$ cat config.mk
export PLATFORM = sky130hd
export DESIGN_NAME = sdlx_control
export DESIGN_NICKNAME = d
export VERILOG_FILES = /design/src/rtl/sdlx_pkg.sv /design/src/rtl/sdlx_decode.sv /design/src/rtl/sdlx_control.sv
export SDC_FILE = /design/constraint.sdc
export NUM_CORES = 1
export LEC_CHECK = 0
export CORE_UTILIZATION = 39
export DETAILED_ROUTE_END_ITERATION = 6
export PLACE_DENSITY = 0.9
export RECOVER_POWER = 50
export SLEW_MARGIN = 20
export SYNTH_ARGS = -nofsm -noshare
export SYNTH_HDL_FRONTEND = slang
export SYNTH_HIERARCHICAL = 1
export SYNTH_SLANG_ARGS = --single-unit
$ cat constraint.sdc
create_clock -name clk -period 2.3 [get_ports clk]
set_input_delay 0.23 -clock clk [delete_from_list [all_inputs] [get_ports clk]]
set_output_delay 0.23 -clock clk [all_outputs]
set_load 0.03 [all_outputs]
$ cat src/rtl/sdlx_pkg.sv
// Shared SDLX constants and types: opcodes, functs, ALU ops, control states and decode classes.
package sdlx_pkg;

    localparam logic [5:0] OP_RTYPE = 6'h00;
    localparam logic [5:0] OP_J     = 6'h02;
    localparam logic [5:0] OP_BEQZ  = 6'h04;
    localparam logic [5:0] OP_BNEZ  = 6'h05;
    localparam logic [5:0] OP_ADDI  = 6'h08;
    localparam logic [5:0] OP_SLTI  = 6'h0A;
    localparam logic [5:0] OP_ANDI  = 6'h0C;
    localparam logic [5:0] OP_ORI   = 6'h0D;
    localparam logic [5:0] OP_XORI  = 6'h0E;
    localparam logic [5:0] OP_LW    = 6'h23;
    localparam logic [5:0] OP_SW    = 6'h2B;

    localparam logic [5:0] FN_SLL = 6'h04;
    localparam logic [5:0] FN_SRL = 6'h06;
    localparam logic [5:0] FN_ADD = 6'h20;
    localparam logic [5:0] FN_SUB = 6'h22;
    localparam logic [5:0] FN_AND = 6'h24;
    localparam logic [5:0] FN_OR  = 6'h25;
    localparam logic [5:0] FN_XOR = 6'h26;
    localparam logic [5:0] FN_SLT = 6'h2A;

    typedef enum logic [3:0] {
        ALU_ADD = 4'd0,
        ALU_SUB = 4'd1,
        ALU_AND = 4'd2,
        ALU_OR  = 4'd3,
        ALU_XOR = 4'd4,
        ALU_SLL = 4'd5,
        ALU_SRL = 4'd6,
        ALU_SLT = 4'd7
    } alu_op_t;

    typedef enum logic [2:0] {
        S_IDLE   = 3'd0,
        S_FETCH  = 3'd1,
        S_DECODE = 3'd2,
        S_EXEC   = 3'd3,
        S_MEM    = 3'd4,
        S_WB     = 3'd5,
        S_TRAP   = 3'd6
    } state_t;

    typedef enum logic [2:0] {
        CLS_ALU_R = 3'd0,
        CLS_ALU_I = 3'd1,
        CLS_LW    = 3'd2,
        CLS_SW    = 3'd3,
        CLS_BEQZ  = 3'd4,
        CLS_BNEZ  = 3'd5,
        CLS_J     = 3'd6
    } iclass_t;

    // Classes that redirect or advance the PC directly from EXEC.
    function automatic logic is_branch(input iclass_t c);
        return (c == CLS_BEQZ) || (c == CLS_BNEZ) || (c == CLS_J);
    endfunction

endpackage

$ cat src/rtl/sdlx_decode.sv
// Combinational instruction classifier: opcode/funct -> class, ALU function, legality.
module sdlx_decode
    import sdlx_pkg::*;
(
    input  logic [5:0] opcode,
    input  logic [5:0] funct,
    output logic [2:0] cls,
    output logic [3:0] alu_op,
    output logic       legal
);

    always_comb begin
        cls    = CLS_ALU_R;
        alu_op = ALU_ADD;
        legal  = 1'b1;
        case (opcode)
            OP_RTYPE: begin
                cls = CLS_ALU_R;
                case (funct)
                    FN_ADD:  alu_op = ALU_ADD;
                    FN_SUB:  alu_op = ALU_SUB;
                    FN_AND:  alu_op = ALU_AND;
                    FN_OR:   alu_op = ALU_OR;
                    FN_XOR:  alu_op = ALU_XOR;
                    FN_SLL:  alu_op = ALU_SLL;
                    FN_SRL:  alu_op = ALU_SRL;
                    FN_SLT:  alu_op = ALU_SLT;
                    default: legal  = 1'b0;
                endcase
            end
            OP_ADDI: begin cls = CLS_ALU_I; alu_op = ALU_ADD; end
            OP_SLTI: begin cls = CLS_ALU_I; alu_op = ALU_SLT; end
            OP_ANDI: begin cls = CLS_ALU_I; alu_op = ALU_AND; end
            OP_ORI:  begin cls = CLS_ALU_I; alu_op = ALU_OR;  end
            OP_XORI: begin cls = CLS_ALU_I; alu_op = ALU_XOR; end
            OP_LW:   cls = CLS_LW;
            OP_SW:   cls = CLS_SW;
            OP_BEQZ: cls = CLS_BEQZ;
            OP_BNEZ: cls = CLS_BNEZ;
            OP_J:    cls = CLS_J;
            default: legal = 1'b0;
        endcase
    end

endmodule

$ cat src/rtl/sdlx_control.sv
// Multi-cycle SDLX control FSM: fetch/decode/exec/mem/wb sequencing and datapath selects.
// Optional SDLX_CTRL_PERF_EN adds cycle_cnt/instr_cnt performance counters.
module sdlx_control
    import sdlx_pkg::*;
(
    input  logic        clk,
    input  logic        rst,
    input  logic        run,
    input  logic [31:0] ir,
    input  logic        zero,
    input  logic        mem_ack,
    output logic        mem_req,
    output logic        mem_we,
    output logic        mem_addr_sel,
    output logic        ir_we,
    output logic        pc_we,
    output logic        rf_we,
    output logic        rd_sel,
    output logic        oprnd1_sel,
    output logic        oprnd2_sel,
    output logic        din_sel,
    output logic        next_pc_sel,
    output logic [3:0]  alu_op,
    output logic        busy,
    output logic        illegal
`ifdef SDLX_CTRL_PERF_EN
    ,
    output logic [31:0] cycle_cnt,
    output logic [31:0] instr_cnt
`endif
);

    state_t     state;
    state_t     state_nxt;
    iclass_t    cls_q;
    alu_op_t    alu_q;
    logic [2:0] dec_cls;
    logic [3:0] dec_alu;
    logic       dec_legal;
    logic       retire;
    logic       taken;

    // Register/shamt fields belong to the datapath; only opcode and funct steer control.
    logic unused_ir_fields;
    assign unused_ir_fields = ^ir[25:6];

    sdlx_decode u_decode (
        .opcode (ir[31:26]),
        .funct  (ir[5:0]),
        .cls    (dec_cls),
        .alu_op (dec_alu),
        .legal  (dec_legal)
    );

    // State register plus decode class latched once per instruction.
    always_ff @(posedge clk) begin
        if (rst) begin
            state <= S_IDLE;
            cls_q <= CLS_ALU_R;
            alu_q <= ALU_ADD;
        end else begin
            state <= state_nxt;
            if (state == S_DECODE) begin
                cls_q <= iclass_t'(dec_cls);
                alu_q <= alu_op_t'(dec_alu);
            end
        end
    end

    assign taken = (cls_q == CLS_J)
                || ((cls_q == CLS_BEQZ) && zero)
                || ((cls_q == CLS_BNEZ) && !zero);

    always_comb begin
        state_nxt    = state;
        retire       = 1'b0;
        mem_req      = 1'b0;
        mem_we       = 1'b0;
        mem_addr_sel = 1'b0;
        ir_we        = 1'b0;
        pc_we        = 1'b0;
        rf_we        = 1'b0;
        rd_sel       = 1'b0;
        oprnd1_sel   = 1'b0;
        oprnd2_sel   = 1'b0;
        din_sel      = 1'b0;
        next_pc_sel  = 1'b0;
        alu_op       = ALU_ADD;
        busy         = (state != S_IDLE);
        illegal      = 1'b0;

        case (state)
            S_IDLE: begin
                if (run) state_nxt = S_FETCH;
            end
            S_FETCH: begin
                mem_req = 1'b1;
                if (mem_ack) begin
                    ir_we     = 1'b1;
                    state_nxt = S_DECODE;
                end
            end
            S_DECODE: begin
                state_nxt = dec_legal ? S_EXEC : S_TRAP;
            end
            S_EXEC: begin
                alu_op = alu_q;
                if (is_branch(cls_q)) begin
                    // Target is PC + imm of the branch itself; PC is not advanced until here.
                    oprnd2_sel  = 1'b1;
                    pc_we       = 1'b1;
                    next_pc_sel = !taken;
                    retire      = 1'b1;
                end else begin
                    oprnd1_sel = 1'b1;
                    oprnd2_sel = (cls_q != CLS_ALU_R);
                    state_nxt  = ((cls_q == CLS_LW) || (cls_q == CLS_SW)) ? S_MEM : S_WB;
                end
            end
            S_MEM: begin
                mem_req      = 1'b1;
                mem_addr_sel = 1'b1;
                mem_we       = (cls_q == CLS_SW);
                if (mem_ack) begin
                    if (cls_q == CLS_SW) begin
                        pc_we       = 1'b1;
                        next_pc_sel = 1'b1;
                        retire      = 1'b1;
                    end else begin
                        state_nxt = S_WB;
                    end
                end
            end
            S_WB: begin
                rf_we       = 1'b1;
                rd_sel      = (cls_q == CLS_ALU_R);
                din_sel     = (cls_q == CLS_LW);
                pc_we       = 1'b1;
                next_pc_sel = 1'b1;
                retire      = 1'b1;
            end
            S_TRAP: begin
                illegal = 1'b1;
            end
            default: state_nxt = S_IDLE;
        endcase

        if (retire) state_nxt = run ? S_FETCH : S_IDLE;
    end

`ifdef SDLX_CTRL_PERF_EN
    // Free-running wrap-around counters of busy cycles and retired instructions.
    always_ff @(posedge clk) begin
        if (rst) begin
            cycle_cnt <= 32'd0;
            instr_cnt <= 32'd0;
        end else begin
            if (busy)   cycle_cnt <= cycle_cnt + 32'd1;
            if (retire) instr_cnt <= instr_cnt + 32'd1;
        end
    end
`endif

endmodule

==> run_results.csv, run 1 <==
group,metric,value,unit
synth,synth_adder_area_share,0,
worst_setup_path,r2r_end,"state[2]",
finish,finalNonFillerCells,202,
synth,syn_inst,134,
die,core_region_area,2450,um^2
synth,synth_compound_area_frac,0.251,
finish,layout.nets,210,
synth,ys_types,52,
timing,max_freq,453,MHz
power_and_ir_drop,p_per_area,577,nW/um^2
synth,yosys-top-cells-area,"dfxtp_1 (20%), mux2i_1 (7.9%), nor2_1 (6.3%)",
worst_setup_path,r2r_start,"state[0]",
synth,synth_top_family_by_area,"simple AND/OR/NAND/NOR gates",
timing,slew_violations,0,
detailed_routing,wire_per_inst,13.7,um
synth,async_flop_share,0,
synth,yosysMostFrequentCell,"nor2_1",
timing,post-route-min-period,2210,ps
synth,ys.warnings.count,6,
clock_tree,insertion_delay,270,ps
clock_tree,cts_tree,"yes",
timing,hold_viol_final,0,
synth,synthMuxAreaShare,0.0792,
timing,skew,1.09,ps
global_route,overflow,0,
finish,diodes,0,
run,cap_violations,0,
global_route,grt_antenna_before_repair,0,
timing,setup_tns,0,ps
synth,avgSynthCellArea,7.54,um^2
worst_hold_path,hp-class,"reg2reg",
worst_setup_path,rrSetupSlack,650,ps
detailed_routing,drcViolationCount,0,
worst_setup_path,cp-end-kind,"primary output",
timing,rsz0062_at_grt,"no",
detailed_routing,drt-pass1-iter-count,4,
clock_tree,cts.clk_slew.worst_paths,70,ps
detailed_routing,drt_iter0_markers,29,
clock_tree,root_buffer,"clkbuf_4",
detailed_routing,drt-total-wl,2770,um
synth,synth_top_area_cell,"dfxtp_1",
worst_setup_path,critPathKind,"reg2out",
detailed_routing,vias,1150,
die,dieArea,2800,um^2
detailed_routing,avgViaCountPerCell,5.69,
synth,synth_area,1010,um^2
synth,synth-seq-cells,10,
global_route,grt_pass1_wl,4480,um
synth,synth_edf_count,0,
finish,fin_util,0.577,
worst_setup_path,critPathLaunchType,"flip-flop",
timing,hold_slack,498,ps
placed_design,globalplace.congestion,0.877,
placed_design,dp.cells,198,
global_route,grt_max_degree,12,
finish,area_delta_synth_final,40.2,%
worst_setup_path,cp-startpoint,"state[0]",
worst_setup_path,reg2reg_depth,5,
synth,synth-simple-area-share,0.361,
worst_setup_path,cp.required,2070,ps
worst_setup_path,endpoint,"alu_op[0]",
timing,period_share,0.959,
timing,setup_viol,0,
die,ioPinCount,54,
detailed_routing,ant_nets,0,
clock_tree,cts_buffers,3,
power_and_ir_drop,leakagePower,0.566,nW
synth,ys_top_cells_by_count,"nor2_1 (17), a21oi_1 (10), dfxtp_1 (10)",
worst_setup_path,arrival,1980,ps
status,status,"complete, no violations",
synth,synth.net_count,171,
global_route,first_global_vias,1074,
worst_setup_path,crit_path_max_fanout,8,
die,row_count,18,
clock_tree,cts.htree.levels,1,
die,initial_core_util,0.412,
clock_tree,cts.sinks,10,
die,die_w,52.9,um
clock_tree,clock_path_buffers,2,
finish,drive_above_1_share,0.116,
power_and_ir_drop,vdd_drop_max,0.000425,V
placed_design,io_buffers,33,
synth,ys.flop_type,"dfxtp_1",
synth,synth.top_cell.area_share,0.198,
synth,synth-xor-area-share,0.0260,
die,fp.dieH,52.9,um
synth,ys_seq_area_frac,0.198,
global_route,grt_usage,0.219,
placed_design,dp_hpwl,2130,um
-- where the power goes --
group	switching [mW]	internal, mW	total (mW)
sequential	0.0372	0.191	0.228
clock	0.0647	0.0962	0.161
combinational	0.234	0.195	0.429
-- worst max-delay path, cell delays in order, from the launching register on --
cell             delay, ps
dfxtp_1                530
and3b_1                340
and2_1                 160
clkdlybuf4s50_1        670
-- logic make-up (layout without fill, tap and decap cells) --
logic type	Yosys count	in the layout
AO/OA/AOI/OAI	34	34
XOR/XNOR	3	3
buffers and inverters	16	54
flip-flops	10	10
multiplexers	8	8
other	1	1
AND/OR/NAND/NOR	62	62
-- routing by layer --
metal	global-route usage	vias up	wire, um
met5	0	-	0
met4	0.118	0	76
met3	0.0517	8	117
met2	0.376	38	1410
met1	0.246	537	1160
li1	-	567	-
-- placed cells by master, fill, tap and decap left out, types with 6 or more instances in the layout --
| cell type | netlist | final |
|---|---|---|
| clkdlybuf4s50_1 | 0 | 26 |
| inv_1 | 6 | 6 |
| nand2_1 | 7 | 7 |
| buf_4 | 5 | 9 |
| a21oi_1 | 10 | 10 |
| nor2_1 | 17 | 17 |
| dfxtp_1 | 10 | 10 |
| mux2i_1 | 8 | 8 |
-- through the flow --
step | total power [mW] | setup slack, ps | cell area [um^2]
global route | 0.866 | 32.7 | 1420
floorplan | 0.518 | 631 | 1010
global placement | 0.650 | 117 | 1400
detailed placement | 0.669 | 74.3 | 1400
finish | 0.818 | 93.7 | 1420
CTS | 0.830 | 6.91 | 1430
-- what timing repair did --
action,CTS,global route
endpoints found under the setup margin,2,1
hold buffers,0,0
gates resized for setup,2,1
gates cloned,0,0
buffers inserted,0,0
endpoints found under the hold margin,0,0
-- worst min-delay path by stage --
stage / startpoint / cells past startpoint / to / slack, ps
5_1_grt: alu_q[2] / 2 / alu_q[2] / 530
2_1_floorplan: alu_q[0] / 2 / alu_q[0] / 450
6_report: alu_q[1] / 2 / alu_q[1] / 500
4_1_cts: alu_q[1] / 2 / alu_q[1] / 500
3_3_place_gp: alu_q[0] / 2 / alu_q[0] / 470
3_5_place_dp: alu_q[1] / 2 / alu_q[1] / 480
-- layout make-up --
class | count | area [um^2]
Sequential cell | 10 | 200
Clock buffer | 4 | 36.3
Fill cell | 213 | 1040
Inverter | 7 | 26.3
Timing Repair Buffer | 43 | 393
Tap cell | 30 | 37.5
Multi-Input combinational cell | 108 | 724
-- registers in the layout, indices dropped and copies added (netlist names) --
register,count
alu_q,4
state,3
cls_q,3
Note: power is estimated with default switching activity, not from simulation.
==> run 2, diff against run 1 <==
MAX_ROUTING_LAYER = met4   (was unset)
==> run_results.csv, run 2 (synthesized netlist as in run 1, its figures left out) <==
group,metric,value,unit
status,status,"complete, no violations",
worst_setup_path,critPathBufInv,1,
clock_tree,insertion_delay,270,ps
die,fp.dieH,52.9,um
timing,rsz0062_at_grt,"no",
global_route,grt_antenna_before_repair,0,
worst_hold_path,whs_endpoint,"alu_q[1]",
finish,drive_above_1_share,0.116,
power_and_ir_drop,report.power.total,819,uW
global_route,grt_pass1_wl,4490,um
die,ioPinCount,54,
worst_setup_path,cp-end-kind,"primary output",
clock_tree,cts.sinks,10,
worst_setup_path,arrival,1990,ps
finish,reg.largest.list,"alu_q: 4 flops, cls_q: 3 flops, state: 3 flops",
finish,most-common-layout-cells,"clkdlybuf4s50_1 (26), nor2_1 (17), a21oi_1 (10), dfxtp_1 (10), buf_4 (9)",
placed_design,dp_hpwl,2130,um
timing,post-route-min-period,2220,ps
clock_tree,cts_tree,"yes",
clock_tree,clock_path_buffers,2,
worst_setup_path,cp_num_cells,3,
detailed_routing,drt_iter0_markers,22,
timing,skew,1.18,ps
detailed_routing,wire_per_inst,13.7,um
detailed_routing,vias,1138,
detailed_routing,drt-pass1-iter-count,4,
global_route,grt_max_degree,12,
finish,diodes,0,
finish,regMostFlops,"alu_q",
worst_setup_path,slowest_stage,"clkdlybuf4s50_1",
worst_hold_path,hp-class,"reg2reg",
worst_setup_path,crit_path_max_fanout,8,
worst_setup_path,critPathLaunchType,"flip-flop",
finish,largest_reg_flops,4,
global_route,first_global_vias,1071,
die,initial_core_util,0.412,
worst_setup_path,r2r_end,"state[2]",
die,row_count,18,
detailed_routing,drcViolationCount,0,
worst_setup_path,cp_cell_sequence,"and3b_1, and2_1, clkdlybuf4s50_1",
clock_tree,cts.clk_slew.worst_paths,70,ps
global_route,grt_usage,0.225,
clock_tree,holdBufCountCts,0,
finish,area_delta_synth_final,40.2,%
timing,slew_violations,0,
timing,setup_viol,0,
global_route,overflow,0,
worst_setup_path,reg2reg_depth,5,
die,dieArea,2800,um^2
worst_setup_path,rrSetupSlack,640,ps
placed_design,io_buffers,33,
clock_tree,cts_buffers,3,
die,die_w,52.9,um
timing,setup_tns,0,ps
timing,hold_viol_final,0,
placed_design,globalplace.congestion,0.891,
power_and_ir_drop,p_per_area,578,nW/um^2
power_and_ir_drop,leakagePower,0.566,nW
worst_hold_path,hold_start,"alu_q[1]",
worst_hold_path,holdPathStages,2,
run,cap_violations,0,
finish,final_common_cell,"clkdlybuf4s50_1",
detailed_routing,ant_nets,0,
power_and_ir_drop,vdd_drop_max,0.000425,V
worst_setup_path,crit_path_max_incr_delay,670,ps
timing,period_share,0.964,
finish,fillerInstances,213,
finish,layout.nets,210,
worst_setup_path,cp.required,2070,ps
worst_setup_path,path_delay_family,"buffers and inverters",
die,core_region_area,2450,um^2
clock_tree,root_buffer,"clkbuf_4",
detailed_routing,drt-total-wl,2770,um
clock_tree,cts.htree.levels,1,
worst_setup_path,r2r_start,"state[0]",
detailed_routing,avgViaCountPerCell,5.63,
timing,max_freq,451,MHz
worst_setup_path,critPathKind,"reg2out",
-- run 2: worst max path at each step --
stage / from / to / slack (ps)
CTS: state[2] / next_pc_sel / 7
detailed placement: ir[27] / state[0] / 70
floorplan: ir[26] / state[0] / 630
global placement: ir[27] / state[0] / 120
finish: state[0] / alu_op[0] / 80
global route: state[0] / alu_op[2] / 30
-- run 2: repair_timing --
item,4_1_cts,5_1_grt
pin swaps,0,0
resized for setup,2,1
setup endpoints to repair,2,1
setup buffers,0,0
-- run 2: cell type report --
| type | instances | area [um^2] | area share |
|---|---|---|---|
| clock buffer | 4 | 36.3 | 0.0256 |
| timing repair buffer | 43 | 393 | 0.277 |
| tap | 30 | 37.5 | 0.0265 |
| sequential | 10 | 200 | 0.141 |
| multi-input combinational | 108 | 724 | 0.511 |
| inverter | 7 | 26.3 | 0.0185 |
-- run 2: power breakdown --
group	internal, mW	total (mW)	switching, mW
Sequential	0.191	0.228	0.0373
Clock	0.0962	0.162	0.0655
Combinational	0.195	0.429	0.234
-- run 2: worst reg2reg max path: cells and delay by family, from the launching register on --
kind	cells	cell delay, ps
AO/OA/AOI/OAI	3	630
buffers and inverters	1	230
flip-flops	1	540
AND/OR/NAND/NOR	1	190
-- run 2: through the flow --
stage,worst slack [ps],utilization,std cells,instance area (um^2),hold slack [ps]
final,82.9,0.577,202,1420,497
after global routing,32.7,0.577,202,1420,535
after CTS,6.91,0.584,202,1430,504
after floorplan,631,-,134,1010,452
after global placement,117,0.570,198,1400,467
after detailed placement,74.3,0.570,198,1400,485
-- run 2: metal layers --
metal | global-route usage | share of wire | routed length, um | up-vias
li1 | - | - | - | 563
met1 | 0.247 | 0.43 | 1180 | 532
met2 | 0.376 | 0.51 | 1410 | 35
met3 | 0.0517 | 0.035 | 96 | 8
met4 | 0.118 | 0.027 | 76 | 0
met5 | - | 0 | 0 | -
